**src/rtl/pc_sequencer_if.sv**
```systemverilog
// Bus bundle for the program-counter sequencer: control inputs, the
// target-table lookup pair and the status outputs.
interface pc_sequencer_if #(
    parameter int CNT_W = 8
);
    logic             start;
    logic             ack;
    logic             stall;
    logic             halt;
    logic             jump;
    logic             branch_en;
    logic             taken;
    logic [4:0]       lut_idx;
    logic [4:0]       lut_addr;
    logic [15:0]      target;
    logic [15:0]      pc;
    logic             busy;
    logic             done;
    logic [CNT_W-1:0] redirects;

    // Driver side: issues instructions/control and serves the target table.
    modport master (
        output start, ack, stall, halt, jump, branch_en, taken, lut_idx, target,
        input  lut_addr, pc, busy, done, redirects
    );

    // Sequencer side.
    modport slave (
        input  start, ack, stall, halt, jump, branch_en, taken, lut_idx, target,
        output lut_addr, pc, busy, done, redirects
    );
endinterface

```
**src/rtl/pc_sequencer.sv**
```systemverilog
// Program-counter sequencer. It steps the PC sequentially and handles
// absolute jumps and relative branches through an external target table.
// A taken redirect is decided on one edge, which latches the table index
// and the redirect kind. The PC is updated from the table on the next
// unstalled edge.
module pc_sequencer #(
    parameter logic [15:0] RESET_PC = 16'h0000,
    parameter int          CNT_W    = 8
) (
    input  logic           clk,
    input  logic           rst,
    pc_sequencer_if.slave  bus
);

    localparam logic [1:0] IDLE   = 2'd0;
    localparam logic [1:0] RUN    = 2'd1;
    localparam logic [1:0] BRANCH = 2'd2;
    localparam logic [1:0] DONE   = 2'd3;

    localparam logic [CNT_W-1:0] CNT_ZERO = {CNT_W{1'b0}};
    localparam logic [CNT_W-1:0] CNT_ONE  = {{(CNT_W-1){1'b0}}, 1'b1};
    localparam logic [CNT_W-1:0] CNT_MAX  = {CNT_W{1'b1}};

    logic [1:0]       state_r;
    logic [1:0]       state_nxt_s;
    logic [15:0]      pc_r;
    logic [15:0]      pc_nxt_s;
    logic [4:0]       lut_addr_r;
    logic [4:0]       lut_addr_nxt_s;
    logic [CNT_W-1:0] redirects_r;
    logic [CNT_W-1:0] redirects_nxt_s;
    logic             kind_jump_r;
    logic             kind_jump_nxt_s;
    logic             busy_r;
    logic             busy_nxt_s;
    logic             done_r;
    logic             done_nxt_s;
    logic             redirect_s;

    // A redirect is taken on an unconditional jump or on a branch whose condition holds.
    assign redirect_s = bus.jump | (bus.branch_en & bus.taken);

    // Next-state and datapath decode; every path holds state unless it is explicitly updated.
    always_comb begin
        state_nxt_s     = state_r;
        pc_nxt_s        = pc_r;
        lut_addr_nxt_s  = lut_addr_r;
        redirects_nxt_s = redirects_r;
        kind_jump_nxt_s = kind_jump_r;
        case (state_r)
            IDLE: begin
                pc_nxt_s = RESET_PC;
                if (bus.start) begin
                    state_nxt_s     = RUN;
                    redirects_nxt_s = CNT_ZERO;
                end else begin
                    state_nxt_s = IDLE;
                end
            end
            RUN: begin
                if (bus.stall) begin
                    state_nxt_s = RUN;
                end else if (bus.halt) begin
                    state_nxt_s = DONE;
                end else if (redirect_s) begin
                    state_nxt_s     = BRANCH;
                    lut_addr_nxt_s  = bus.lut_idx;
                    kind_jump_nxt_s = bus.jump;
                    if (redirects_r != CNT_MAX) begin
                        redirects_nxt_s = redirects_r + CNT_ONE;
                    end else begin
                        redirects_nxt_s = CNT_MAX;
                    end
                end else begin
                    pc_nxt_s = pc_r + 16'd1;
                end
            end
            BRANCH: begin
                if (bus.stall) begin
                    state_nxt_s = BRANCH;
                end else begin
                    state_nxt_s = RUN;
                    if (kind_jump_r) begin
                        pc_nxt_s = bus.target;
                    end else begin
                        // Relative branch; two's-complement add wraps modulo 2^16.
                        pc_nxt_s = pc_r + bus.target;
                    end
                end
            end
            DONE: begin
                if (bus.start) begin
                    state_nxt_s     = RUN;
                    pc_nxt_s        = RESET_PC;
                    redirects_nxt_s = CNT_ZERO;
                end else if (bus.ack) begin
                    state_nxt_s = IDLE;
                    pc_nxt_s    = RESET_PC;
                end else begin
                    state_nxt_s = DONE;
                end
            end
            default: begin
                state_nxt_s = IDLE;
                pc_nxt_s    = RESET_PC;
            end
        endcase
    end

    // Status flags are precomputed from the next state so they can be registered.
    always_comb begin
        busy_nxt_s = (state_nxt_s == RUN) || (state_nxt_s == BRANCH);
        done_nxt_s = (state_nxt_s == DONE);
    end

    // State and output registers with asynchronous reset.
    always_ff @(posedge clk or posedge rst) begin
        if (rst) begin
            state_r     <= IDLE;
            pc_r        <= RESET_PC;
            lut_addr_r  <= 5'd0;
            redirects_r <= CNT_ZERO;
            kind_jump_r <= 1'b0;
            busy_r      <= 1'b0;
            done_r      <= 1'b0;
        end else begin
            state_r     <= state_nxt_s;
            pc_r        <= pc_nxt_s;
            lut_addr_r  <= lut_addr_nxt_s;
            redirects_r <= redirects_nxt_s;
            kind_jump_r <= kind_jump_nxt_s;
            busy_r      <= busy_nxt_s;
            done_r      <= done_nxt_s;
        end
    end

    assign bus.pc        = pc_r;
    assign bus.lut_addr  = lut_addr_r;
    assign bus.redirects = redirects_r;
    assign bus.busy      = busy_r;
    assign bus.done      = done_r;

endmodule

```
**src/flat_wrapper.sv**
```systemverilog
// flat-port wrapper written by rule: the top's interface ports become plain ports
module pc_sequencer_flat 
#(
    parameter logic [15:0] RESET_PC = 16'h0000,
    parameter int          CNT_W    = 8
)
  (clk, rst, bus_start, bus_ack, bus_stall, bus_halt, bus_jump, bus_branch_en, bus_taken, bus_lut_idx, bus_target, bus_lut_addr, bus_pc, bus_busy, bus_done, bus_redirects);
  pc_sequencer_if #(.CNT_W(CNT_W)) bus_i ();
  input  logic clk;
  input  logic rst;
  input wire logic [$bits(bus_i.start)-1:0] bus_start;
  input wire logic [$bits(bus_i.ack)-1:0] bus_ack;
  input wire logic [$bits(bus_i.stall)-1:0] bus_stall;
  input wire logic [$bits(bus_i.halt)-1:0] bus_halt;
  input wire logic [$bits(bus_i.jump)-1:0] bus_jump;
  input wire logic [$bits(bus_i.branch_en)-1:0] bus_branch_en;
  input wire logic [$bits(bus_i.taken)-1:0] bus_taken;
  input wire logic [$bits(bus_i.lut_idx)-1:0] bus_lut_idx;
  input wire logic [$bits(bus_i.target)-1:0] bus_target;
  output wire logic [$bits(bus_i.lut_addr)-1:0] bus_lut_addr;
  output wire logic [$bits(bus_i.pc)-1:0] bus_pc;
  output wire logic [$bits(bus_i.busy)-1:0] bus_busy;
  output wire logic [$bits(bus_i.done)-1:0] bus_done;
  output wire logic [$bits(bus_i.redirects)-1:0] bus_redirects;
  assign bus_i.start = bus_start;
  assign bus_i.ack = bus_ack;
  assign bus_i.stall = bus_stall;
  assign bus_i.halt = bus_halt;
  assign bus_i.jump = bus_jump;
  assign bus_i.branch_en = bus_branch_en;
  assign bus_i.taken = bus_taken;
  assign bus_i.lut_idx = bus_lut_idx;
  assign bus_i.target = bus_target;
  assign bus_lut_addr = bus_i.lut_addr;
  assign bus_pc = bus_i.pc;
  assign bus_busy = bus_i.busy;
  assign bus_done = bus_i.done;
  assign bus_redirects = bus_i.redirects;
  pc_sequencer #(.RESET_PC(RESET_PC), .CNT_W(CNT_W)) u_core (.clk(clk), .rst(rst), .bus(bus_i));
endmodule
```
**config.mk**
```make
export PLATFORM = sky130hd
export DESIGN_NAME = pc_sequencer_flat
export DESIGN_NICKNAME = d
export VERILOG_FILES = /design/src/rtl/pc_sequencer_if.sv /design/src/rtl/pc_sequencer.sv /design/src/flat_wrapper.sv
export SDC_FILE = /design/constraint.sdc
export NUM_CORES = 1
export LEC_CHECK = 0
export ABC_AREA = 0
export CAP_MARGIN = 20
export CORE_UTILIZATION = 45
export CTS_CLUSTER_SIZE = 10
export DETAILED_ROUTE_END_ITERATION = 8
export GPL_TIMING_DRIVEN = 1
export PLACE_DENSITY = 0.72
export SLEW_MARGIN = 40
export SYNTH_ARGS = -nofsm -noshare
export SYNTH_HDL_FRONTEND = slang
export SYNTH_SLANG_ARGS = --single-unit
```
**constraint.sdc**
```tcl
create_clock -name clk -period 3.69 [get_ports clk]
set_clock_uncertainty 0.2 [all_clocks]
set_input_delay 0.369 -clock clk [delete_from_list [all_inputs] [get_ports clk]]
set_output_delay 0.369 -clock clk [all_outputs]
set_load 0.005 [all_outputs]
```
==> results of run 1 <==
[logic make-up after synthesis]
group	after synthesis	share of synthesized area, %
simple gates	114	20.0
mux	12	4.42
flops	34	28.9
xor+xnor	11	3.28
buf+inv	31	4.51
fa+ha+maj	23	10.0
compound gates	126	28.8
[flip-flops by register name, summed over array words and instances (netlist names)]
name                  flops
u_core.kind_jump_r        1
u_core.bus.busy           1
u_core.state_r            2
u_core.bus.done           1
u_core.bus.lut_addr       5
u_core.bus.pc            16
u_core.bus.redirects      8
[cell usage after synthesis (2+ instances only)]
master	number
a21o_1	3
nand4_1	2
o21bai_1	2
nor4_1	2
mux2i_1	4
nand3_1	17
a41oi_1	3
o211ai_1	4
or4_1	2
xor2_1	3
buf_2	4
mux2_2	8
o22ai_1	2
nor3_1	4
dfrtp_1	34
nand2_1	41
and4_1	3
a221o_1	3
o221ai_1	3
a22oi_1	2
o211a_1	2
a211oi_1	4
a21oi_1	29
a2111oi_0	4
nor3b_1	5
and2_1	2
a31oi_1	5
inv_1	17
xnor2_1	8
and3_1	11
o31ai_1	2
o21ai_0	35
nor2b_1	2
a22o_1	5
a2bb2oi_1	2
a221oi_1	3
clkbuf_1	7
ha_1	22
nor2_1	15
[per-layer routing]
| metal | wire, um | vias up | GRT usage (%) |
|---|---|---|---|
| met1 | 3730 | 1481 | 34.6 |
| met3 | 556 | 12 | 4.27 |
| li1 | - | 1451 | - |
| met2 | 3950 | 128 | 38.5 |
| met5 | 0 | - | 0 |
| met4 | 148 | 0 | 9.09 |
[power by group]
group          total, W  switching (W)  internal (W)
Clock          0.000276       0.000149      0.000127
Combinational   0.00106       0.000574      0.000483
Sequential     0.000589       0.000130      0.000459
Total           0.00192       0.000853       0.00107
[through the flow]
| stage | hold WS, ns | std cells | worst slack [ns] | util [%] |
|---|---|---|---|---|
| floorplan | 0.304 | 351 | 0.888 | - |
| global placement | 0.289 | 478 | 0.412 | 57.0 |
| detailed placement | 0.297 | 478 | 0.337 | 57.0 |
| CTS | 0.289 | 485 | 0.640 | 58.3 |
| global route | 0.321 | 485 | 0.503 | 58.3 |
| finish | 0.269 | 485 | 0.628 | 58.3 |
[path summary, 6_finish.rpt]
check	depth (start not counted)	to
worst max register to register	8	u_core.bus.pc[14]
worst max-delay path	8	u_core.bus.pc[14]
min in group clk	1	u_core.bus.lut_addr[2]
worst min register to register	1	u_core.bus.lut_addr[2]
worst min-delay path	3	u_core.kind_jump_r
max in group asynchronous	3	u_core.bus.pc[1]
[worst max-delay path: cells and delay by family, from the launching register on]
| family | cells | cell delay, ns |
|---|---|---|
| AND/OR/NAND/NOR | 1 | 0.52 |
| AO/OA/AOI/OAI | 5 | 1.10 |
| adder cells (fa/ha/maj) | 2 | 0.67 |
| flip-flops | 1 | 0.46 |
[cell usage in the layout, fill, tap and decap left out, types with 4 or more instances in the layout]
cell type        instances
xnor2_1                  8
ha_1                    22
dfrtp_1                 34
a2111oi_0                4
nor2_1                  15
clkbuf_8                 5
a211oi_1                 4
buf_4                    4
clkdlybuf4s50_1         60
inv_1                   17
o21ai_0                 35
nor3b_1                  5
nor3_1                   4
a21oi_1                 29
and3_1                  11
mux2_2                   8
a22o_1                   5
nand3_1                 17
o211ai_1                 4
nand2_1                 41
a31oi_1                  5
mux2i_1                  4
[layout make-up]
type	instances	share of cell area [%]
Inverter	17	1.73
Clock buffer	5	1.87
Timing Repair Buffer	64	17.1
Tap cell	77	2.62
Multi-Input combinational cell	286	53.2
Sequential cell	34	23.1
Clock inverter	2	0.272
==> run_results.csv, run 1 <==
group,metric,value,unit
status,status,"complete, no violations",
worst_setup_path,cp_max_fo,7,
timing,worstMarginPinSlew,0.714,ns
worst_setup_path,end_kind,"flip-flop",
clock_network,numCtsBuffers,5,
layout,finish.instance_area,3680,um2
clock_network,clock_latency,0.30,ns
grt,grt_pass1_vias,2723,
grt,grtUsageTotal,24.8,%
synth,synth_edf_count,0,
timing,period_share,83.0,%
clock_network,path_clk_slew,0.08,ns
routing,drt_iter0_markers,242,
floorplanning,rows,29,
synth,ys_seq_area_share,28.9,%
synth,async_flop_share,100,%
worst_setup_path,cp_data_arrival_time,3.04,ns
timing,clock.fmax,327,MHz
layout,layout.nets,461,
synth,synth_area,2940,um2
layout,syn2layout_area_growth,25.1,%
layout,multiInputGateArea,1960,um2
layout,nFillCells,581,
worst_setup_path,crit_chain,"ha_1, fa_1, a21oi_1, o21ai_1, a221o_1, o21ai_0, a2111oi_0, or4_1",
layout,antennaDiodeCount,0,
routing,ant_nets,0,
clock_network,post_cts_resized,0,
routing,drt-total-wl,8380,um
synth,synth.area.top_cells,"dfrtp_1 29%, ha_1 9.4%, o21ai_0 6.0%",
grt,antenna_found_initial,0,
clock_network,cts_tree,"done",
timing,finalSetupTns,0,ns
worst_setup_path,slowest_stage,"or4_1",
synth,synth_nets,404,
synth,synth_top_cell_by_area,"dfrtp_1",
run,max-cap-violations,0,
power,power.density,523,nW/um2
synth,ys.flop_type,"dfrtp_1",
floorplanning,die_y,82.9,um
timing,drv_slew,0,
worst_setup_path,r2r-start,"u_core.bus.pc[0]",
synth,netlist.area_leader.share,28.9,%
worst_setup_path,slowest_delay,0.52,ns
layout,seq_area,851,um2
power,leakage,1.56,nW
synth,synth_cell_types,64,
clock_network,post_cts_buffers,0,
min_path,hp-class,"primary input to asynchronous set/reset pin",
clock_network,ctsHtreeMaxLevel,2,
routing,dr.pass1.iters,5,
synth,synth_cells,351,
timing,rsz0062_at_grt,"false",
layout,final_layout_size_suffix_gt1_share,6.37,%
floorplanning,start_util,46.6,%
synth,ys_ff_latch,34,
floorplanning,dieWidth,82.9,um
worst_setup_path,worstPathRequired,3.67,ns
floorplanning,fp.coreArea,6310,um2
worst_setup_path,startpoint,"u_core.bus.pc[0]",
placement,place_area,3600,um2
clock_network,ctsHoldBuffers,0,
grt,grt_max_degree,35,
placement,portBuffers,60,
power,total_power,0.00192,W
clock_network,clock-sinks,34,
power,max-vdd-ir-drop,0.280,mV
placement,routabilityCongestion,0.918,
timing,finalHoldViolCount,0,
synth,postSynthAreaPerCell,8.38,um2
routing,via_per_inst,6.33,
worst_setup_path,start_kind,"flip-flop",
grt,grt_first_pass_wirelength,13900,um
floorplanning,die_area,6860,um2
timing,relSlewSlack,52.4,%
synth,yosys_warnings,0,
clock_network,clockBufferDepth,2,
worst_setup_path,rrSetupSlack,0.63,ns
timing,min_period,3.06,ns
clock_network,cts_root_buf,"clkbuf_8",
routing,drc,0,
worst_setup_path,criticalPathCategory,"flip-flop to flip-flop",
routing,avgRoutedWirePerCell,17.3,um
routing,vias,3072,
grt,globalRouteOverflowTotal,0,
floorplanning,pin_count,61,
placement,dp.final_hpwl,6120,um
timing,setup_viol,0,
Note: power is estimated with default switching activity, not from simulation.
==> run 2, diff against run 1 <==
--- a/config.mk
+++ b/config.mk
@@ -11,7 +11,7 @@
 export CTS_CLUSTER_SIZE = 10
 export DETAILED_ROUTE_END_ITERATION = 8
 export GPL_TIMING_DRIVEN = 1
-export PLACE_DENSITY = 0.72
+export PLACE_DENSITY = 0.74
 export SLEW_MARGIN = 40
 export SYNTH_ARGS = -nofsm -noshare
 export SYNTH_HDL_FRONTEND = slang
==> constraint.sdc (replaced) <==
create_clock -name clk -period 2.8 [get_ports clk]
set_clock_uncertainty 0.2 [all_clocks]
set_input_delay 0.28 -clock clk [delete_from_list [all_inputs] [get_ports clk]]
set_output_delay 0.28 -clock clk [all_outputs]
set_load 0.005 [all_outputs]
==> run 2 against run 1 <==
Effect of this change:
- via count rose by 3.9%
- hold slack lost 0.079 ns
- utilization is 6.0 points higher
- first-iteration DRC count fell by 12%
- sequential power increased by 24%
- final cell count up 9.9%
- wire length grew 3.2%
- sequential share of layout area decreased by 2.2 points
- worst setup slack worse by 0.54 ns
- largest power group unchanged
==> run_results.csv, run 2 (same netlist as run 1, synthesis figures left out) <==
group,metric,value,unit
worst_setup_path,crit_chain,"clkdlybuf4s50_1, ha_1, fa_2, a21oi_2, o21ai_1, a221o_1, o21ai_2, a2111oi_0, or4_1",
grt,grt_first_pass_wirelength,14400,um
layout,syn2layout_area_growth,38.0,%
power,max-vdd-ir-drop,0.361,mV
worst_setup_path,cp_max_fo,2,
floorplanning,pin_count,61,
clock_network,cts_tree,"done",
floorplanning,fp.coreArea,6310,um2
timing,drv_slew,0,
power,leakage,1.80,nW
worst_setup_path,worstPathRequired,2.77,ns
worst_setup_path,criticalPathCategory,"primary input to flip-flop",
timing,clock.fmax,369,MHz
worst_setup_path,slowest_stage,"or4_1",
routing,ant_nets,0,
min_path,hp-class,"primary input to asynchronous set/reset pin",
grt,globalRouteOverflowTotal,0,
grt,grt_max_degree,35,
worst_setup_path,end_kind,"flip-flop",
power,power.density,681,nW/um2
timing,setup_viol,0,
floorplanning,dieWidth,82.9,um
clock_network,clock-sinks,34,
timing,worst_hold_slack,0.190,ns
routing,drt-total-wl,8650,um
routing,via_per_inst,5.99,
timing,finalSetupTns,0,ns
layout,largest_reg_flops,16,
floorplanning,die_y,82.9,um
timing,rsz0062_at_grt,"false",
routing,drt_iter0_markers,214,
placement,dp.final_hpwl,6640,um
status,status,"complete, no violations",
timing,period_share,96.9,%
layout,final_common_cell,"clkdlybuf4s50_1",
layout,layout.nets,509,
floorplanning,start_util,46.6,%
routing,vias,3192,
worst_setup_path,slowest_delay,0.52,ns
placement,routabilityCongestion,0.963,
clock_network,clockBufferDepth,2,
routing,drc,0,
worst_setup_path,start_kind,"primary input",
placement,portBuffers,60,
layout,final_layout_size_suffix_gt1_share,17.3,%
clock_network,path_clk_slew,0.08,ns
floorplanning,die_area,6860,um2
clock_network,clock_latency,0.29,ns
timing,worstMarginPinSlew,0.603,ns
grt,antenna_found_initial,0,
layout,layout_common_cells,"60 x clkdlybuf4s50_1, 52 x buf_4, 41 x nand2_1, 34 x o21ai_0, 34 x dfrtp_1",
clock_network,cts_root_buf,"clkbuf_8",
floorplanning,rows,29,
timing,finalHoldViolCount,0,
grt,grt_pass1_vias,2975,
timing,relSlewSlack,59.6,%
run,max-cap-violations,0,
clock_network,ctsHtreeMaxLevel,2,
clock_network,numCtsBuffers,5,
routing,avgRoutedWirePerCell,16.2,um
layout,antennaDiodeCount,0,
grt,grtUsageTotal,25.7,%
worst_setup_path,cp_data_arrival_time,2.68,ns
routing,dr.pass1.iters,5,
timing,min_period,2.71,ns
## run 2: metal layers
layer | up-vias | GRT usage, % | wire length [um]
li1 | 1553 | - | -
met1 | 1536 | 34.6 | 3970
met2 | 93 | 42.0 | 4130
met3 | 10 | 4.17 | 430
met4 | 0 | 8.46 | 116
met5 | - | 0 | 0
## run 2: final timing paths
| kind | startpoint | endpoint | slack [ns] | cells after the start |
|---|---|---|---|---|
| setup / recovery | bus_target[0] | u_core.bus.pc[14] | 0.09 | 9 |
| hold / removal | rst | u_core.bus.pc[12] | 0.19 | 3 |
| setup reg to reg | u_core.bus.pc[0] | u_core.bus.pc[14] | 0.09 | 8 |
| hold reg to reg | u_core.bus.lut_addr[2] | u_core.bus.lut_addr[2] | 0.31 | 1 |
| max in group asynchronous | rst | u_core.bus.lut_addr[1] | 1.89 | 3 |
| min in group clk | u_core.bus.lut_addr[2] | u_core.bus.lut_addr[2] | 0.31 | 1 |
## run 2: repair_timing
| action | 4_1_cts | 5_1_grt |
|---|---|---|
| resized for setup | 1 | 5 |
| hold buffers | 0 | 0 |
| pin swaps | 1 | 0 |
| hold endpoints to repair | 0 | 0 |
| endpoints found under the setup margin | 1 | 6 |
| buffers inserted | 1 | 0 |
## run 2: worst max-delay path: cells and delay by family
kind            cells  cell delay, ns
compound gates      5            0.87
simple gates        1            0.52
fa+ha+maj           2            0.60
buf+inv             1            0.42
## run 2: cell type report
class / instances / area (um2)
fill: 558 / 2250
clock buffer: 5 / 68.8
sequential: 34 / 851
clock inverter: 2 / 10.0
inverter: 17 / 63.8
tap: 77 / 96.3
multi-input combinational: 286 / 1980
timing repair buffer: 112 / 991
## run 2: per-stage QoR
step	area [um2]	utilization [%]	std cells	power, W	setup WS (ns)
5_1_grt	4060	64.3	533	0.00297	0.00221
4_1_cts	4040	64.0	533	0.00275	0.0309
3_5_place_dp	3960	62.7	525	0.00237	-0.423
6_report	4060	64.3	533	0.00277	0.0882
3_3_place_gp	3960	62.7	525	0.00233	-0.378
2_1_floorplan	2950	-	351	0.00164	0.0118
## run 2: power breakdown
group | internal (W) | switching, W | total, W | leakage [nW]
clock network | 0.000167 | 0.000201 | 0.000369 | 0.0438
registers | 0.000606 | 0.000122 | 0.000728 | 0.456
logic | 0.000813 | 0.000856 | 0.00167 | 1.30
total | 0.00159 | 0.00118 | 0.00277 | 1.80
